==> config.mk <==
export PLATFORM = sky130hd
export DESIGN_NAME = apb_slave_regfile
export DESIGN_NICKNAME = d
export VERILOG_FILES = /design/src/rtl/apb_slave_regfile.sv
export SDC_FILE = /design/constraint.sdc
export NUM_CORES = 1
export LEC_CHECK = 0
export CORE_MARGIN = 4
export CORE_UTILIZATION = 55
export DETAILED_ROUTE_END_ITERATION = 6
export GPL_TIMING_DRIVEN = 1
export HOLD_SLACK_MARGIN = 0.12
export PLACE_DENSITY = 0.74
export SLEW_MARGIN = 5
export SYNTH_ARGS = -nofsm -noshare
export SYNTH_HDL_FRONTEND = slang
export SYNTH_SLANG_ARGS = --single-unit
export TNS_END_PERCENT = 10
==> constraint.sdc <==
create_clock -name Hclk -period 3.81 [get_ports Hclk]
set_input_delay 0.762 -clock Hclk [delete_from_list [all_inputs] [get_ports Hclk]]
set_output_delay 0.762 -clock Hclk [all_outputs]
set_load 0.03 [all_outputs]
==> src/rtl/apb_slave_regfile.sv <==
// APB responder with a 16-entry, 32-bit register file.
// It decodes one Pselx line and runs the setup/access handshake with a
// fixed number of wait states. Illegal transfers complete with Pslverr.
// Register 15 is a read-only ID word. Register 0 is exported on Regout.
module apb_slave_regfile #(
  parameter int          SEL_BIT     = 0,
  parameter logic [31:0] BASE_ADDR   = 32'h8000_0000,
  parameter int          WAIT_CYCLES = 0,
  parameter logic [31:0] ID_VALUE    = 32'hA9B0_0001
) (
  input  logic        Hclk,
  input  logic        Hresetn,
  input  logic [2:0]  Pselx,
  input  logic        Penable,
  input  logic        Pwrite,
  input  logic [31:0] Paddr,
  input  logic [31:0] Pwdata,
  output logic [31:0] Prdata,
  output logic        Pready,
  output logic        Pslverr,
  output logic [31:0] Regout
);

  localparam logic [3:0] WAIT_LOAD = 4'(WAIT_CYCLES);

  typedef enum logic {
    IDLE   = 1'b0,
    ACCESS = 1'b1
  } state_t;

  state_t      state_q, state_d;
  logic [3:0]  cnt_q, cnt_d;
  logic        write_q, write_d;
  logic [3:0]  idx_q, idx_d;
  logic        legal_q, legal_d;
  logic [31:0] rdata_q, rdata_d;

  // Storage for the writable registers 0..14.
  logic [31:0] reg_q [0:14];

  // Read view of the whole 16-word window, with the ID word in slot 15.
  logic [31:0] rd_word [0:15];

  logic        sel;
  logic [3:0]  addr_idx;
  logic        addr_legal;
  logic        complete;
  logic        wr_en;

  assign sel      = Pselx[SEL_BIT];
  assign addr_idx = Paddr[5:2];

  // Legal only inside the 64-byte window, word aligned, and not a write to the ID word.
  assign addr_legal = (Paddr[31:6] == BASE_ADDR[31:6]) &&
                      (Paddr[1:0] == 2'b00) &&
                      !(Pwrite && (addr_idx == 4'd15));

  genvar gi;
  generate
    for (gi = 0; gi < 15; gi++) begin : g_rd_word
      assign rd_word[gi] = reg_q[gi];
    end
  endgenerate
  assign rd_word[15] = ID_VALUE;

  // The completion edge is the access cycle in which the wait counter has run out.
  assign complete = (state_q == ACCESS) && (cnt_q == 4'd0) && sel && Penable;
  assign wr_en    = complete && write_q && legal_q;

  // Next-state logic: capture the transfer at setup, count wait states, finish or abort.
  always_comb begin
    state_d = state_q;
    cnt_d   = cnt_q;
    write_d = write_q;
    idx_d   = idx_q;
    legal_d = legal_q;
    rdata_d = rdata_q;
    case (state_q)
      IDLE: begin
        // Penable without a preceding setup cycle is ignored here.
        if (sel && !Penable) begin
          state_d = ACCESS;
          cnt_d   = WAIT_LOAD;
          write_d = Pwrite;
          idx_d   = addr_idx;
          legal_d = addr_legal;
          rdata_d = (addr_legal && !Pwrite) ? rd_word[addr_idx] : 32'h0;
        end
      end
      ACCESS: begin
        if (!sel) begin
          // Slave deselected mid-transfer: drop it without touching the registers.
          state_d = IDLE;
          cnt_d   = 4'd0;
        end else if (Penable) begin
          if (cnt_q != 4'd0) begin
            cnt_d = cnt_q - 4'd1;
          end else begin
            state_d = IDLE;
          end
        end
      end
      default: begin
        state_d = IDLE;
        cnt_d   = 4'd0;
      end
    endcase
  end

  // Transfer state register; reset drops any transfer in flight.
  always_ff @(posedge Hclk) begin
    if (!Hresetn) begin
      state_q <= IDLE;
      cnt_q   <= 4'd0;
      write_q <= 1'b0;
      idx_q   <= 4'd0;
      legal_q <= 1'b0;
      rdata_q <= 32'h0;
    end else begin
      state_q <= state_d;
      cnt_q   <= cnt_d;
      write_q <= write_d;
      idx_q   <= idx_d;
      legal_q <= legal_d;
      rdata_q <= rdata_d;
    end
  end

  // Register file update: a legal write commits Pwdata on its completion edge.
  always_ff @(posedge Hclk) begin
    if (!Hresetn) begin
      for (int i = 0; i < 15; i++) begin
        reg_q[i] <= 32'h0;
      end
    end else if (wr_en && (idx_q != 4'd15)) begin
      reg_q[idx_q] <= Pwdata;
    end
  end

  // Response outputs are held low while reset is asserted.
  always_comb begin
    Pready  = complete && Hresetn;
    Pslverr = Pready && !legal_q;
    Prdata  = (Pready && !write_q) ? rdata_q : 32'h0;
  end

  assign Regout = reg_q[0];

endmodule

==> flow_summary.ini, run 1 <==
[status]
status = complete, no violations

[clock_tree]
clkLatencyLatePin_ns = 0.59
numCtsBuffers = 53
clk_pin_slew_ns = 0.06
cts_resized = 0
ctsLongestPathBuffers = 3
cts_tree = yes
clockRootBuffer = clkbuf_16
cts.sinks = 523
cts_max_level = 2
postCtsSetupRepairBufs = 0
hold_buffers = 0

[timing]
period_needed_ns = 3.40
hold_viol_final = 0
fin_setup_tns_ns = 0
relSlewSlack = 0.283
fin_crit_sh = 0.893
fin_worst_skew_ns = 0.0170
finalSetupViolations = 0
rsz0062_at_grt = false
slew_viol_final = 0
fmaxAchievable_mhz = 294
worst_slew_pin_slew_ns = 1.08

[worst_setup_path]
crit_slowest_cell = clkdlybuf4s50_1
cp.arrival_ns = 2.64
endpoint_kind = primary output
cp_max_fo = 32
critPathTopFamily = buffers and inverters
setup.worst_path.start_class = primary input
crit_chain = clkdlybuf4s50_1, and4_1, nand2_1, nor2_2, buf_4, and2_1, buf_12
max_stage_delay_ns = 0.64
cp_num_buf_inv = 3
crit_type = primary input to primary output
cp.required_ns = 3.05

[yosys]
synthCells = 1879
yosysTopAreaCell = edfxtp_1
syn_area_um2 = 24600
synth-async-reset-ratio = 0
avgSynthCellArea_um2 = 13.1
ys_seq_elements = 523
yosysSeqAreaShare = 0.620
synth_warnings = 0
ys_types = 45
syn_nets = 1951
ys_top_cells_by_area = edfxtp_1, and2_1, mux2i_1
synth_edf_count = 480
synth-main-ff-cell = edfxtp_1
synth_top_cell_area_share = 0.585

[die]
initial_utilization = 0.557
rows = 77
die_area_um2 = 48200
die_h_um = 220
ios = 137
core_um2 = 44200
fp.dieW_um = 220

[finish]
fillers = 3242
fin_util = 0.640
final_nets = 2009
drive_above_1_share = 0.133
diodes = 0
area_growth_syn_to_layout_pct = 14.9

[grt]
grt_pass1_vias = 15700
grt_busiest_layer = met2
grt_pass1_wl_um = 93200
grt.total_usage = 0.256
antenna_found_initial = 1
grt_max_degree = 69
overflow = 0
grt.met3_usage = 0.0343
grtUsageMet1 = 0.315
gr-usage-met2 = 0.456

[route]
wire_per_inst_um = 24.1
vias_per_cell = 5.94
totalWireLength_um = 61900
drtAntennaViolNets = 0
vias = 15300
drt_iter0_markers = 1364
drc = 0
first_pass_iters = 6

[power_and_ir_drop]
vdd_drop_max_v = 0.000365
power.density_nw_per_um2 = 439
leakagePower_nw = 10.6

[flow_run]
drv_cap = 0

[placed_design]
port_buffers = 134
gp_congestion = 0.883
hpwlAfterDp_um = 39800

[min_path]
hold_class = register to register
-- path summary, 6_finish.rpt --
| kind | from | end | slack, ns | cells after the start |
|---|---|---|---|---|
| max | Penable | Prdata[22] | 0.41 | 7 |
| min | write_q$_SDFFE_PN0P_ | write_q$_SDFFE_PN0P_ | 0.50 | 2 |
| max reg2reg | cnt_q[0]$_SDFFE_PN0P_ | reg_q[4][5]$_SDFFCE_PN0P_ | 1.13 | 8 |
| min reg2reg | write_q$_SDFFE_PN0P_ | write_q$_SDFFE_PN0P_ | 0.50 | 2 |
-- kinds of logic (layout without fill, tap and decap cells) --
logic type,count (synthesis),after routing,share of synthesized area
and+or+nand+nor,681,681,0.168
DFF,523,523,0.620
AOI/OAI and AO/OA,242,242,0.0805
muxes,224,224,0.0917
buffers and inverters,208,307,0.0386
adders and majority gates,1,1,0.000508
-- per-layer routing --
layer	up-vias	part of all wire	wire length [um]
met5	-	0	0
met4	0	0.041	2530
met3	128	0.056	3470
met2	497	0.52	31900
met1	7692	0.39	24000
li1	6950	-	-
-- worst reg2reg max path, cell delays in order (launching register included) --
cell and delay (ns):
dfxtp_1 0.35, inv_1 0.07, ha_1 0.20, nor3b_4 0.33
o2111ai_2 0.38, buf_4 0.31, nor4_2 0.25, nand2b_2 0.19
buf_4 0.29
-- stage by stage --
step / power, W / hold WS (ns) / worst slack [ns] / instances / instance area [um^2]
floorplan: 0.00711 / 0.445 / 0.646 / 1879 / 24600
global placement: 0.00747 / 0.479 / 0.485 / 2474 / 26600
detailed placement: 0.00750 / 0.477 / 0.433 / 2474 / 26600
CTS: 0.0125 / 0.489 / 0.420 / 2570 / 28300
global route: 0.0128 / 0.512 / 0.321 / 2570 / 28300
finish: 0.0124 / 0.498 / 0.409 / 2570 / 28300
-- cells in the final DEF (no fill, tap or decap), types with 3 or more instances in the layout --
cell type,instances
nand2_1,51
clkbuf_1,17
o221ai_1,17
nand2b_1,7
inv_1,8
o22ai_1,24
and2_1,515
nor3_2,4
mux2i_1,212
mux2_2,12
clkinv_1,6
a22oi_1,86
clkdlybuf4s50_1,96
a221oi_2,30
buf_4,84
buf_12,20
clkinv_2,8
nor4_2,4
edfxtp_1,480
nand3b_1,23
nand2b_2,15
dfxtp_1,43
nor3_4,4
clkbuf_8,6
bufinv_16,4
nand4_1,3
clkbuf_16,53
a221oi_1,35
nor4_1,7
o21ai_0,27
nor2_1,26
a21oi_1,15
-- registers in the layout, indices dropped and copies added, names as in the netlist --
| register | cells |
|---|---|
| idx_q | 4 |
| legal_q | 1 |
| cnt_q | 4 |
| state_q | 1 |
| rdata_q | 32 |
| write_q | 1 |
| reg_q | 480 |
-- power by group --
part	leakage, nW	internal, W	switching, W
Combinational	4.50	0.000314	0.000581
Clock	0.818	0.00294	0.00212
Sequential	5.31	0.00642	0.0000620
-- layout make-up --
cell class	instances	area, um^2	share of cell area
sequential	523	15300	0.540
multi-input combinational	1148	8560	0.302
timing repair buffer	203	2020	0.0713
clock buffer	76	1470	0.0521
tap	592	741	0.0262
clock inverter	20	199	0.00703
inverter	8	30.0	0.00106
-- cells in the mapped netlist, types with 2 or more instances --
| master | instances |
|---|---|
| and2_1 | 515 |
| edfxtp_1 | 480 |
| mux2i_1 | 212 |
| clkbuf_1 | 135 |
| a22oi_1 | 86 |
| nand2_1 | 51 |
| dfxtp_1 | 43 |
| a221oi_1 | 35 |
| buf_4 | 32 |
| a221oi_2 | 30 |
| nor2_1 | 29 |
| o21ai_0 | 27 |
| o22ai_1 | 24 |
| nand3b_1 | 23 |
| nand2b_1 | 22 |
| buf_2 | 20 |
| o221ai_1 | 17 |
| a21oi_1 | 15 |
| mux2_2 | 12 |
| nor4_1 | 11 |
| buf_1 | 9 |
| inv_1 | 8 |
| nor3_1 | 6 |
| nor3_2 | 4 |
| buf_6 | 3 |
| nand4_1 | 3 |
| nor2b_1 | 3 |
| a21o_1 | 2 |
| and4_1 | 2 |
| nand3_1 | 2 |
| nor3b_4 | 2 |
| nor4_2 | 2 |
| nor4b_1 | 2 |
(Power assumes the default switching activity.)
==> run 2: changes to the inputs <==
CTS_CLUSTER_SIZE = 12   (was default)
==> run 2 against run 1 <==
Compared with the run above:
- count of clock-buffer cells in the layout grew 11
- setup slack got worse by 0.0090 ns
- non-clock buffer count did not move
- critical path depth unchanged
- via count rose by 0.19%
- critical path type unchanged
- highest routed layer unchanged
==> flow_summary.ini, run 2 (synthesis gave the netlist of run 1 again) <==
[status]
status = complete, no violations

[clock_tree]
hold_buffers = 0
clockRootBuffer = clkbuf_16
numCtsBuffers = 53
postCtsSetupRepairBufs = 0
cts.sinks = 523
cts_resized = 0
cts_max_level = 2
ctsLongestPathBuffers = 3
cts_tree = yes
clkLatencyLatePin_ns = 0.59
clk_pin_slew_ns = 0.06

[worst_setup_path]
max_stage_delay_ns = 0.65
critPathTopFamily = buffers and inverters
crit_chain = clkdlybuf4s50_1, and4_1, nand2_1, nor2_2, buf_4, and2_1, buf_12
crit_type = primary input to primary output
cp.required_ns = 3.05
cp_num_buf_inv = 3
r2r_start = cnt_q[0]$_SDFFE_PN0P_
crit_slowest_cell = clkdlybuf4s50_1
cp.arrival_ns = 2.65
endpoint_kind = primary output
cp_max_fo = 32
setup.worst_path.start_class = primary input
critPathLaunch = Penable

[finish]
area_growth_syn_to_layout_pct = 14.7
final_nets = 2009
multiInputGateArea_um2 = 8560
diodes = 0
drive_above_1_share = 0.129
fillers = 3233
final_cell_mix = and2_1, edfxtp_1, mux2i_1
largest-register = reg_q
largest_reg_flops = 480
sequential_cell_area_um2 = 15300
reg_top3 = reg_q: 480 flops, rdata_q: 32 flops
design_area_um2 = 28200
final_common_cell = and2_1

[power_and_ir_drop]
switching_power_w = 0.00272
power_frac_seq = 0.526
power_frac_clock = 0.401
power.density_nw_per_um2 = 436
p_sw_frac = 0.221
vdd_drop_max_v = 0.000323
p_comb_frac = 0.073
leakagePower_nw = 10.6
p_int_w = 0.00959

[timing]
hold_viol_final = 0
period_needed_ns = 3.41
worst_slew_pin_slew_ns = 1.04
slew_viol_final = 0
finalSetupViolations = 0
hold_ws_ns = 0.496
rsz0062_at_grt = false
fin_setup_tns_ns = 0
relSlewSlack = 0.305
fmaxAchievable_mhz = 293
fin_crit_sh = 0.895
fin_worst_skew_ns = 0.0137

[route]
drt_iter0_markers = 1274
totalWireLength_um = 61800
drtAntennaViolNets = 0
vias_per_cell = 5.95
first_pass_iters = 5
vias = 15300
drc = 0
wire_per_inst_um = 24.1

[die]
initial_utilization = 0.557
die_h_um = 220
die_area_um2 = 48200
ios = 137
core_um2 = 44200
rows = 77
fp.dieW_um = 220

[placed_design]
hpwlAfterDp_um = 39800
gp_congestion = 0.883
port_buffers = 134
placedInstanceArea_um2 = 26600

[flow_run]
drv_cap = 0

[grt]
grt_max_degree = 69
grt_pass1_vias = 15600
antenna_found_initial = 1
grt.total_usage = 0.256
overflow = 0
grt_pass1_wl_um = 93100

[min_path]
hold_class = register to register
hold_start = write_q$_SDFFE_PN0P_
run 2: per-stage QoR:
stage | instances | utilization | worst slack [ns] | total power (W)
2_1_floorplan | 1879 | - | 0.646 | 0.00711
3_3_place_gp | 2474 | 0.602 | 0.485 | 0.00747
3_5_place_dp | 2474 | 0.602 | 0.433 | 0.00750
4_1_cts | 2569 | 0.639 | 0.420 | 0.0124
5_1_grt | 2569 | 0.639 | 0.321 | 0.0127
6_report | 2569 | 0.639 | 0.400 | 0.0123
run 2: power groups by stage:
stage / logic, W / registers [W] / clock network (W)
after floorplan: 0.000531 / 0.00658 / 0
after global placement: 0.000883 / 0.00659 / 0
after detailed placement: 0.000898 / 0.00660 / 0
after CTS: 0.000900 / 0.00648 / 0.00500
after global routing: 0.000951 / 0.00649 / 0.00523
final: 0.000894 / 0.00648 / 0.00493
run 2: worst paths after layout:
check	end	slack (ns)	cells past startpoint
worst min-delay path	write_q$_SDFFE_PN0P_	0.50	2
worst max-delay path	Prdata[22]	0.40	7
worst min register to register	write_q$_SDFFE_PN0P_	0.50	2
worst max register to register	reg_q[4][5]$_SDFFCE_PN0P_	1.13	8
run 2: final cells by class:
type / count / share of cell area
tap: 592 / 0.0262
timing repair buffer: 203 / 0.0714
clock inverter: 8 / 0.00306
sequential: 523 / 0.541
inverter: 8 / 0.00106
multi-input combinational: 1148 / 0.303
clock buffer: 87 / 0.0543
run 2: worst register-to-register path, cell delays in order, from the launching register on:
cell,delay [ns]
dfxtp_1,0.34
inv_1,0.07
ha_1,0.20
nor3b_4,0.33
o2111ai_2,0.39
buf_4,0.31
nor4_2,0.25
nand2b_2,0.19
buf_4,0.28
run 2: metal layers:
layer	track usage	up-vias	wire, um
li1	-	6958	-
met1	0.317	7700	24000
met2	0.453	500	31700
met3	0.0336	138	3340
met4	0.108	0	2670
met5	0	-	0
==> run 3: changes to the inputs <==
CORE_UTILIZATION = 54   (was 55)
PLACE_DENSITY = 0.76   (was 0.74)
clock period = 3.1 ns   (was 3.81 ns; I/O delays follow)
==> run 3 against run 2 <==
Compared with the run above:
- power grew 24%
- routed wire length shrank 0.88%
- highest routed layer unchanged
- final cell count grew 0.19%
- die area grew 1.8%
- critical path type is now register to primary output
==> flow_summary.ini, run 3 (synthesis gave the netlist of run 1 again) <==
[power_and_ir_drop]
vdd_drop_max_v = 0.000454
power.total_w = 0.0152
power.density_nw_per_um2 = 534
leakagePower_nw = 10.7

[finish]
drive_above_1_share = 0.132
instances_no_fill = 2574
final_nets = 2009
final_cell_mix = and2_1, edfxtp_1, mux2i_1
area_growth_syn_to_layout_pct = 15.8
largest-register = reg_q
largest_reg_flops = 480
final_common_cell = and2_1
reg_top3 = reg_q: 480 flops, rdata_q: 32 flops
design_area_um2 = 28500
fillers = 3226

[clock_tree]
clkLatencyLatePin_ns = 0.60
clk_pin_slew_ns = 0.06
hold_buffers = 0
ctsLongestPathBuffers = 3
cts_tree = yes
cts_max_level = 2
numCtsBuffers = 53
cts.sinks = 523
clockRootBuffer = clkbuf_16

[grt]
antenna_found_initial = 1
overflow = 0
grt_max_degree = 68
grt_pass1_vias = 15700
grt_pass1_wl_um = 92600
grt.total_usage = 0.244

[worst_setup_path]
cp.required_ns = 2.48
cp_num_buf_inv = 3
endpoint_kind = primary output
crit_slowest_cell = dfxtp_1
critPathTopFamily = simple AND/OR/NAND/NOR gates
setup.worst_path.start_class = register
critPathLaunch = cnt_q[0]$_SDFFE_PN0P_
cp.arrival_ns = 2.37
r2r_start = cnt_q[0]$_SDFFE_PN0P_
crit_chain = inv_1, ha_1, nor3b_4, nand2_1, nor2_2, buf_4, and2_1, buf_4
max_stage_delay_ns = 0.34
crit_cells = 8
reg2reg_depth = 9
crit_type = register to primary output
r2r_slack_ns = 0.63
reg2reg_to = reg_q[8][26]$_SDFFCE_PN0P_
crit_end = Prdata[20]
timing.critical_path.mode_cell = buf_4
cp_max_fo = 14

[route]
drt_iter0_markers = 1329
first_pass_iters = 6
totalWireLength_um = 61200
drc = 0
drtAntennaViolNets = 0
vias = 15400
vias_per_cell = 5.97
wire_per_inst_um = 23.8

[timing]
rsz0062_at_grt = true
finalSetupViolations = 0
worst_slew_pin_slew_ns = 0.868
fmaxAchievable_mhz = 334
fin_crit_sh = 0.965
slew_viol_final = 0
fin_worst_skew_ns = 0.0255
relSlewSlack = 0.420
period_needed_ns = 2.99
hold_viol_final = 0

[die]
ios = 137
initial_utilization = 0.552
die_area_um2 = 49100
core_um2 = 44600
rows = 77
die_h_um = 222
fp.dieW_um = 222

[placed_design]
dp.cells = 2473
hpwlAfterDp_um = 39000
placedInstanceArea_um2 = 26800
gp_congestion = 0.917
port_buffers = 134

[status]
status = complete, no violations

[flow_run]
drv_cap = 0

[min_path]
hold_class = primary input to register
run 3: cell count changes in the layout (fill, tap and decap cells not counted), sizes merged:
cell,previous run,this run
inv,8,9
clkinv,6,7
diode,0,1
clkbuf,87,91
bufinv,2,0
run 3: layout make-up:
cell class | instances | area [um^2] | area share
clock inverters | 8 | 37.5 | 0.00132
repair buffers | 203 | 2220 | 0.0778
flip-flops and latches | 523 | 15300 | 0.536
multi-input cells | 1148 | 8560 | 0.300
well taps | 592 | 741 | 0.0260
diodes | 1 | 2.50 | 0.0000878
inverters | 8 | 30.0 | 0.00105
clock buffers | 91 | 1640 | 0.0576
run 3: worst reg2reg max path, stage by stage (launching register included):
cell	delay, ns
dfxtp_1	0.34
inv_1	0.07
ha_1	0.23
nor3b_4	0.22
buf_4	0.17
o2111ai_2	0.15
buf_12	0.20
nor4_2	0.33
nand2b_2	0.21
buf_12	0.23
run 3: layer usage:
| metal | global-route usage | up-vias | part of all wire |
|---|---|---|---|
| met5 | 0 | - | 0 |
| met4 | 0.118 | 0 | 0.047 |
| met3 | 0.0306 | 149 | 0.057 |
| met2 | 0.423 | 559 | 0.50 |
| met1 | 0.306 | 7691 | 0.39 |
| li1 | - | 6958 | - |
run 3: report_power, final:
group | total (W) | switching [W] | internal, W
clock network | 0.00613 | 0.00257 | 0.00357
logic | 0.00113 | 0.000720 | 0.000410
registers | 0.00796 | 0.0000775 | 0.00789
run 3: how the worst min path moves through the flow:
stage                                from                     to  slack, ns  depth (start not counted)
floorplan            write_q$_SDFFE_PN0P_   write_q$_SDFFE_PN0P_       0.45                          2
global placement     write_q$_SDFFE_PN0P_   write_q$_SDFFE_PN0P_       0.47                          2
detailed placement  cnt_q[1]$_SDFFE_PN0P_  cnt_q[1]$_SDFFE_PN0P_       0.50                          1
CTS                              Paddr[2]  idx_q[0]$_SDFFE_PN0P_       0.38                          3
global route                     Paddr[2]  idx_q[0]$_SDFFE_PN0P_       0.40                          3
finish                           Paddr[2]  idx_q[0]$_SDFFE_PN0P_       0.42                          3
run 3: timing repair:
action | 4_1_cts | 5_1_grt
setup endpoints to repair | 25 | 2
gates resized for setup | 0 | 1
hold endpoints to repair | 0 | 0
buffers inserted | 1 | 0
run 3: metrics by stage:
stage	TNS, ns	util	hold WS, ns	setup slack, ns
after floorplan	0	-	0.445	0.0782
after detailed placement	0	0.601	0.502	0.211
final	0	0.639	0.419	0.107
after global routing	-0.00153	0.639	0.398	-0.00153
after global placement	0	0.601	0.467	0.199
after CTS	0	0.639	0.382	0.0702
